==> src/rtl/tft_pkg.sv <==
// Shared definitions for the TFT touch-drawing front end: panel geometry,
// widths, FSM state encoding and a bounds helper.
package tft_pkg;

  localparam int unsigned TFT_X_RES   = 480;
  localparam int unsigned TFT_Y_RES   = 272;
  localparam int unsigned TFT_COORD_W = 12;
  localparam int unsigned TFT_COLOR_W = 9;
  localparam logic [TFT_COLOR_W-1:0] TFT_BG_COLOR = 9'h000;

  typedef enum logic [2:0] {IDLE, SETUP, DRAW, CLEAR, DONE} state_t;

  function automatic logic in_bounds(input int unsigned x, input int unsigned y,
                                     input int unsigned xres = TFT_X_RES,
                                     input int unsigned yres = TFT_Y_RES);
    return (x < xres) && (y < yres);
  endfunction

endpackage

==> src/rtl/tft_line_stepper.sv <==
// Bresenham line core: load latches both end points and the step/error terms,
// each step advances one point toward (x1,y1); last flags the end point.
module tft_line_stepper #(
  parameter int unsigned COORD_W = 12
) (
  input  logic               clk,
  input  logic               rst,
  input  logic               load,
  input  logic [COORD_W-1:0] x0,
  input  logic [COORD_W-1:0] y0,
  input  logic [COORD_W-1:0] x1,
  input  logic [COORD_W-1:0] y1,
  input  logic               step,
  output logic [COORD_W-1:0] x,
  output logic [COORD_W-1:0] y,
  output logic               last
);

  localparam int unsigned SW = COORD_W + 2;
  typedef logic signed [SW-1:0] scoord_t;

  scoord_t cx, cy, ex, ey, dx, dy, err, sx, sy;
  scoord_t ddx, ddy, adx, ady;
  scoord_t cx_n, cy_n, err_n;
  logic signed [SW:0] e2, dxw, dyw;

  always_comb begin
    ddx = scoord_t'({2'b00, x1}) - scoord_t'({2'b00, x0});
    ddy = scoord_t'({2'b00, y1}) - scoord_t'({2'b00, y0});
    adx = ddx[SW-1] ? -ddx : ddx;
    ady = ddy[SW-1] ? -ddy : ddy;
    e2  = {err, 1'b0};
    dxw = {dx[SW-1], dx};
    dyw = {dy[SW-1], dy};
    err_n = err;
    cx_n  = cx;
    cy_n  = cy;
    // Both tests use the pre-update e2; err accumulates both corrections.
    if (e2 >= dyw) begin
      err_n = err_n + dy;
      cx_n  = cx + sx;
    end
    if (e2 <= dxw) begin
      err_n = err_n + dx;
      cy_n  = cy + sy;
    end
  end

  always_ff @(posedge clk or posedge rst) begin
    if (rst) begin
      cx  <= '0;
      cy  <= '0;
      ex  <= '0;
      ey  <= '0;
      dx  <= '0;
      dy  <= '0;
      err <= '0;
      sx  <= '0;
      sy  <= '0;
    end else if (load) begin
      cx  <= scoord_t'({2'b00, x0});
      cy  <= scoord_t'({2'b00, y0});
      ex  <= scoord_t'({2'b00, x1});
      ey  <= scoord_t'({2'b00, y1});
      dx  <= adx;
      dy  <= -ady;
      err <= adx - ady;
      sx  <= ddx[SW-1] ? '1 : ((ddx == '0) ? '0 : scoord_t'(1));
      sy  <= ddy[SW-1] ? '1 : ((ddy == '0) ? '0 : scoord_t'(1));
    end else if (step) begin
      cx  <= cx_n;
      cy  <= cy_n;
      err <= err_n;
    end
  end

  assign x    = cx[COORD_W-1:0];
  assign y    = cy[COORD_W-1:0];
  assign last = (cx == ex) && (cy == ey);

endmodule

==> src/rtl/touch_stroke_writer.sv <==
// Turns pen samples into single-pixel video-RAM writes: Bresenham segments
// between consecutive pen-down samples, plus a full-panel clear sweep.
module touch_stroke_writer
  import tft_pkg::*;
#(
  parameter int unsigned         X_RES    = TFT_X_RES,
  parameter int unsigned         Y_RES    = TFT_Y_RES,
  parameter int unsigned         COORD_W  = TFT_COORD_W,
  parameter int unsigned         COLOR_W  = TFT_COLOR_W,
  parameter logic [COLOR_W-1:0]  BG_COLOR = '0
) (
  input  logic               cclk,
  input  logic               rst,
  input  logic               sample_valid,
  output logic               sample_ready,
  input  logic [COORD_W-1:0] sample_x,
  input  logic [COORD_W-1:0] sample_y,
  input  logic               sample_down,
  input  logic [COLOR_W-1:0] pen_color,
  input  logic               clear_req,
  output logic               busy,
  output logic               wr_ena,
  output logic [COORD_W-1:0] wr_x,
  output logic [COORD_W-1:0] wr_y,
  output logic [COLOR_W-1:0] wr_data,
  output logic               clear_done
);

  localparam logic [COORD_W-1:0] X_LAST = COORD_W'(X_RES - 1);
  localparam logic [COORD_W-1:0] Y_LAST = COORD_W'(Y_RES - 1);

  state_t             state;
  logic               prev_valid, clear_pend;
  logic [COORD_W-1:0] prev_x, prev_y, cx, cy, px, py;
  logic [COLOR_W-1:0] color;
  logic               accept, load, step, last;

  assign accept = sample_valid & sample_ready;
  assign load   = accept & sample_down;
  assign step   = ((state == SETUP) || (state == DRAW)) && !last;

  tft_line_stepper #(.COORD_W(COORD_W)) u_stepper (
    .clk  (cclk),
    .rst  (rst),
    .load (load),
    .x0   (prev_valid ? prev_x : sample_x),
    .y0   (prev_valid ? prev_y : sample_y),
    .x1   (sample_x),
    .y1   (sample_y),
    .step (step),
    .x    (px),
    .y    (py),
    .last (last)
  );

  always_ff @(posedge cclk or posedge rst) begin
    if (rst) begin
      state        <= IDLE;
      sample_ready <= 1'b0;
      busy         <= 1'b0;
      wr_ena       <= 1'b0;
      wr_x         <= '0;
      wr_y         <= '0;
      wr_data      <= '0;
      clear_done   <= 1'b0;
      prev_valid   <= 1'b0;
      clear_pend   <= 1'b0;
      prev_x       <= '0;
      prev_y       <= '0;
      cx           <= '0;
      cy           <= '0;
      color        <= '0;
    end else begin
      clear_pend <= clear_pend | clear_req;
      clear_done <= 1'b0;
      wr_ena     <= 1'b0;
      case (state)
        IDLE: begin
          if (clear_pend) begin
            state        <= CLEAR;
            cx           <= '0;
            cy           <= '0;
            busy         <= 1'b1;
            sample_ready <= 1'b0;
          end else if (accept && sample_down) begin
            color        <= pen_color;
            state        <= SETUP;
            busy         <= 1'b1;
            sample_ready <= 1'b0;
          end else begin
            if (accept) prev_valid <= 1'b0;
            sample_ready <= !clear_req;
          end
        end
        // The start point is already loaded at accept, so the first write is
        // registered while leaving SETUP; DRAW emits the remaining points.
        SETUP, DRAW: begin
          wr_ena  <= in_bounds(32'(px), 32'(py), X_RES, Y_RES);
          wr_x    <= px;
          wr_y    <= py;
          wr_data <= color;
          if (last) begin
            prev_x       <= px;
            prev_y       <= py;
            prev_valid   <= 1'b1;
            state        <= IDLE;
            busy         <= 1'b0;
            sample_ready <= !(clear_pend | clear_req);
          end else begin
            state <= DRAW;
          end
        end
        CLEAR: begin
          wr_ena  <= 1'b1;
          wr_x    <= cx;
          wr_y    <= cy;
          wr_data <= BG_COLOR;
          if (cx == X_LAST) begin
            cx <= '0;
            if (cy == Y_LAST) begin
              state      <= DONE;
              clear_pend <= 1'b0;
              prev_valid <= 1'b0;
            end else begin
              cy <= cy + COORD_W'(1);
            end
          end else begin
            cx <= cx + COORD_W'(1);
          end
        end
        DONE: begin
          clear_done   <= 1'b1;
          state        <= IDLE;
          busy         <= 1'b0;
          sample_ready <= !clear_req;
        end
        default: state <= IDLE;
      endcase
    end
  end

endmodule

==> config.mk <==
export PLATFORM = sky130hd
export DESIGN_NAME = touch_stroke_writer
export DESIGN_NICKNAME = d
export VERILOG_FILES = /design/src/rtl/tft_pkg.sv /design/src/rtl/tft_line_stepper.sv /design/src/rtl/touch_stroke_writer.sv
export SDC_FILE = /design/constraint.sdc
export NUM_CORES = 1
export LEC_CHECK = 0
export ABC_AREA = 1
export CORE_ASPECT_RATIO = 0.5
export CORE_UTILIZATION = 40
export CTS_BUF_LIST = sky130_fd_sc_hd__clkbuf_8 sky130_fd_sc_hd__clkbuf_16
export DETAILED_ROUTE_END_ITERATION = 10
export DONT_BUFFER_PORTS = 1
export HOLD_SLACK_MARGIN = 0.08
export SYNTH_ARGS = -nofsm -noshare
export SYNTH_HDL_FRONTEND = slang
export SYNTH_SLANG_ARGS = --single-unit
==> constraint.sdc <==
create_clock -name cclk -period 7.4 [get_ports cclk]
set_clock_uncertainty 0.15 [all_clocks]
set_input_delay 1.48 -clock cclk [delete_from_list [all_inputs] [get_ports cclk]]
set_output_delay 1.48 -clock cclk [all_outputs]
set_load 0.01 [all_outputs]
==> out/metrics.cfg <==
[outcome]
status=completed

[finish]
finalInstanceArea_um2=15900
area_delta_synth_final_pct=7.10
antenna_cells=0
layout-drive-gt1-share=0.0706
nNetsFinal=2149

[logic_synthesis]
synth.yosys.seq_area_share=0.332
ys_top_cells_by_area=dfrtp_1 (33%), nand2_1 (12%), ha_1 (10%)
netlist.area_leader.share=0.332
synth_cell_types=63
yosys_warnings=0
ys.flop_type=dfrtp_1
synth_nets=2171
synth-async-reset-ratio=1.00
yosys_register_bits=197
syn_inst=2007
synth_top_area_cell=dfrtp_1
synth_edf_count=0
avgSynthCellArea_um2=7.39
synth.cell_area_um2=14800

[worst_setup_path]
r2r_slack_ps=1750
worst_ep_arrival_time_ps=5850
slowest_stage=dfrtp_1
critical-path-top-delay-family=simple AND/OR/NAND/NOR gates
slowest_delay_ps=940
critPathBufInv=6
r2r_cells=31
crit_top_cell=nand2_1
endpoint_kind=flop
crit_type=flop to flop
crit_path_max_fanout=26
setup.worst_path.start_class=flop
worstPathRequired_ps=7600
r2r-start=prev_valid
rr_endpoint=u_stepper.err[13]

[sta]
clock.fmax_mhz=177
setup_viol=0
tightest_slew_ps=1150
tns_ps=0
finalCritPeriodShare=0.764
fin_crit_ps=5650
rsz0062_at_grt=false
finalHoldViolations=0
maxSlewHeadroom=0.228
slew_viol_final=0

[cts]
cts-buffers-inserted=17
clk_pin_slew_ps=80
cts_tree=yes
post_cts_resized=0
cts_setup_buffers=0
clockBufferDepth=2
ctsHtreeMaxLevel=4
clock_latency_ps=460
cts_hold_buffers=0
ctsRootBufferMaster=clkbuf_16
clock_sinks=197

[drt]
drt_wl_total_um=41200
vias=13000
route.detailed.drc=0
via_per_inst=5.23
avgRoutedWirePerCell_um=16.6
initialDrtViolationCount=978
ant_nets=0
dr.pass1.iters=7

[min_path]
hp-class=flop to flop
hold_start=cy[2]
min_to=cy[2]
hold_depth=1

[floorplan]
io_pins=75
coreArea_um2=36200
num_rows=49
die_area_um2=37900
die_w_um=274
start_util=0.409
die_y_um=138

[global_route]
grt_pass1_vias=12200
antenna_found_initial=0
gr-total-overflow=0
grt_usage=0.223
busiest_layer=met2
use_met1=0.333
use_met2=0.337
grt_max_degree=132
globalRouteMet3Util=0.0368
grt_pass1_wl_um=66900

[place]
port_buffers=0
dpl_cell_area_um2=15300
gp_congestion=0.915
dp_hpwl_um=31200

[run]
max_cap_viol_count=0

[per-stage QoR]
| stage | instances | hold slack, ps | worst slack, ps | util |
|---|---|---|---|---|
| 2_1_floorplan | 2007 | 290 | 401 | - |
| 3_3_place_gp | 2450 | 313 | 1740 | 0.423 |
| 3_5_place_dp | 2450 | 321 | 1630 | 0.423 |
| 4_1_cts | 2481 | 333 | 1830 | 0.438 |
| 5_1_grt | 2481 | 373 | 1200 | 0.438 |
| 6_report | 2481 | 332 | 1750 | 0.438 |
[Yosys cell counts, drive strengths merged (2+ instances only)]
cell type	instances
nand2	510
inv	255
o21ai	222
dfrtp	197
nor2	146
a21oi	130
ha	119
nand3	96
xor2	64
clkbuf	39
nor3	26
xnor2	21
nand4	20
a31oi	16
o211ai	14
or2	14
buf	11
nor4	10
o31ai	10
a22o	9
mux2	9
nand3b	8
fa	7
o21bai	7
a21boi	6
o221ai	6
a21o	5
o21a	5
o22ai	5
a211oi	3
and2	2
clkinv	2
o2111ai	2
o22a	2
o41ai	2
[flip-flops by register name, indices dropped and copies added, names as in the netlist, 9 cells and up]
| name | count |
|---|---|
| u_stepper.ex | 12 |
| u_stepper.err | 14 |
| cx | 12 |
| u_stepper.cy | 14 |
| prev_x | 12 |
| color | 9 |
| u_stepper.dx | 14 |
| prev_y | 12 |
| cy | 12 |
| wr_y | 12 |
| wr_data | 9 |
| u_stepper.dy | 14 |
| wr_x | 12 |
| u_stepper.ey | 12 |
| u_stepper.cx | 14 |
[area by class of cell]
type                    instances  area (µm²)
clock buffers                  18         439
inverters                     257         975
repair buffers                  9        67.6
flip-flops and latches        197        4930
well taps                     484         606
multi-input cells            1503        8730
clock inverters                13         134
fillers                      3723       20300
[logic make-up after synthesis]
kind of cell / count (synthesis) / synth area share
AOI/OAI and AO/OA: 449 / 0.171
DFF: 197 / 0.332
xor gates and xnor gates: 85 / 0.0545
muxes: 9 / 0.00683
buffers and inverters: 307 / 0.0799
adders and majority gates: 126 / 0.110
and+or+nand+nor: 834 / 0.246
[per-layer routing]
| layer | vias up | share of wire |
|---|---|---|
| met3 | 34 | 0.046 |
| met2 | 250 | 0.44 |
| met1 | 6065 | 0.50 |
| met5 | - | 0 |
| met4 | 0 | 0.012 |
| li1 | 6627 | - |
[worst max path at each step]
stage / from / to / slack, ps / cells past startpoint
floorplan: rst / busy / 400 / 1
global placement: sample_y[0] / u_stepper.err[13] / 1740 / 30
detailed placement: sample_x[0] / u_stepper.err[13] / 1630 / 30
CTS: prev_valid / u_stepper.err[13] / 1830 / 31
global route: prev_valid / u_stepper.err[13] / 1200 / 31
finish: prev_valid / u_stepper.err[13] / 1750 / 31
[placed cells by master, fill, tap and decap left out, drive strengths merged, types with 20 or more instances in the layout]
| master | synthesis | layout |
|---|---|---|
| a21oi | 130 | 130 |
| dfrtp | 197 | 197 |
| ha | 119 | 119 |
| inv | 255 | 262 |
| nand2 | 510 | 510 |
| nand3 | 96 | 96 |
| nand4 | 20 | 20 |
| nor2 | 146 | 146 |
| nor3 | 26 | 26 |
| o21ai | 222 | 222 |
| xnor2 | 21 | 21 |
| xor2 | 64 | 64 |
Power is not shown: default switching activity piles up to over one toggle a cycle in this logic, so the estimate is an artifact.
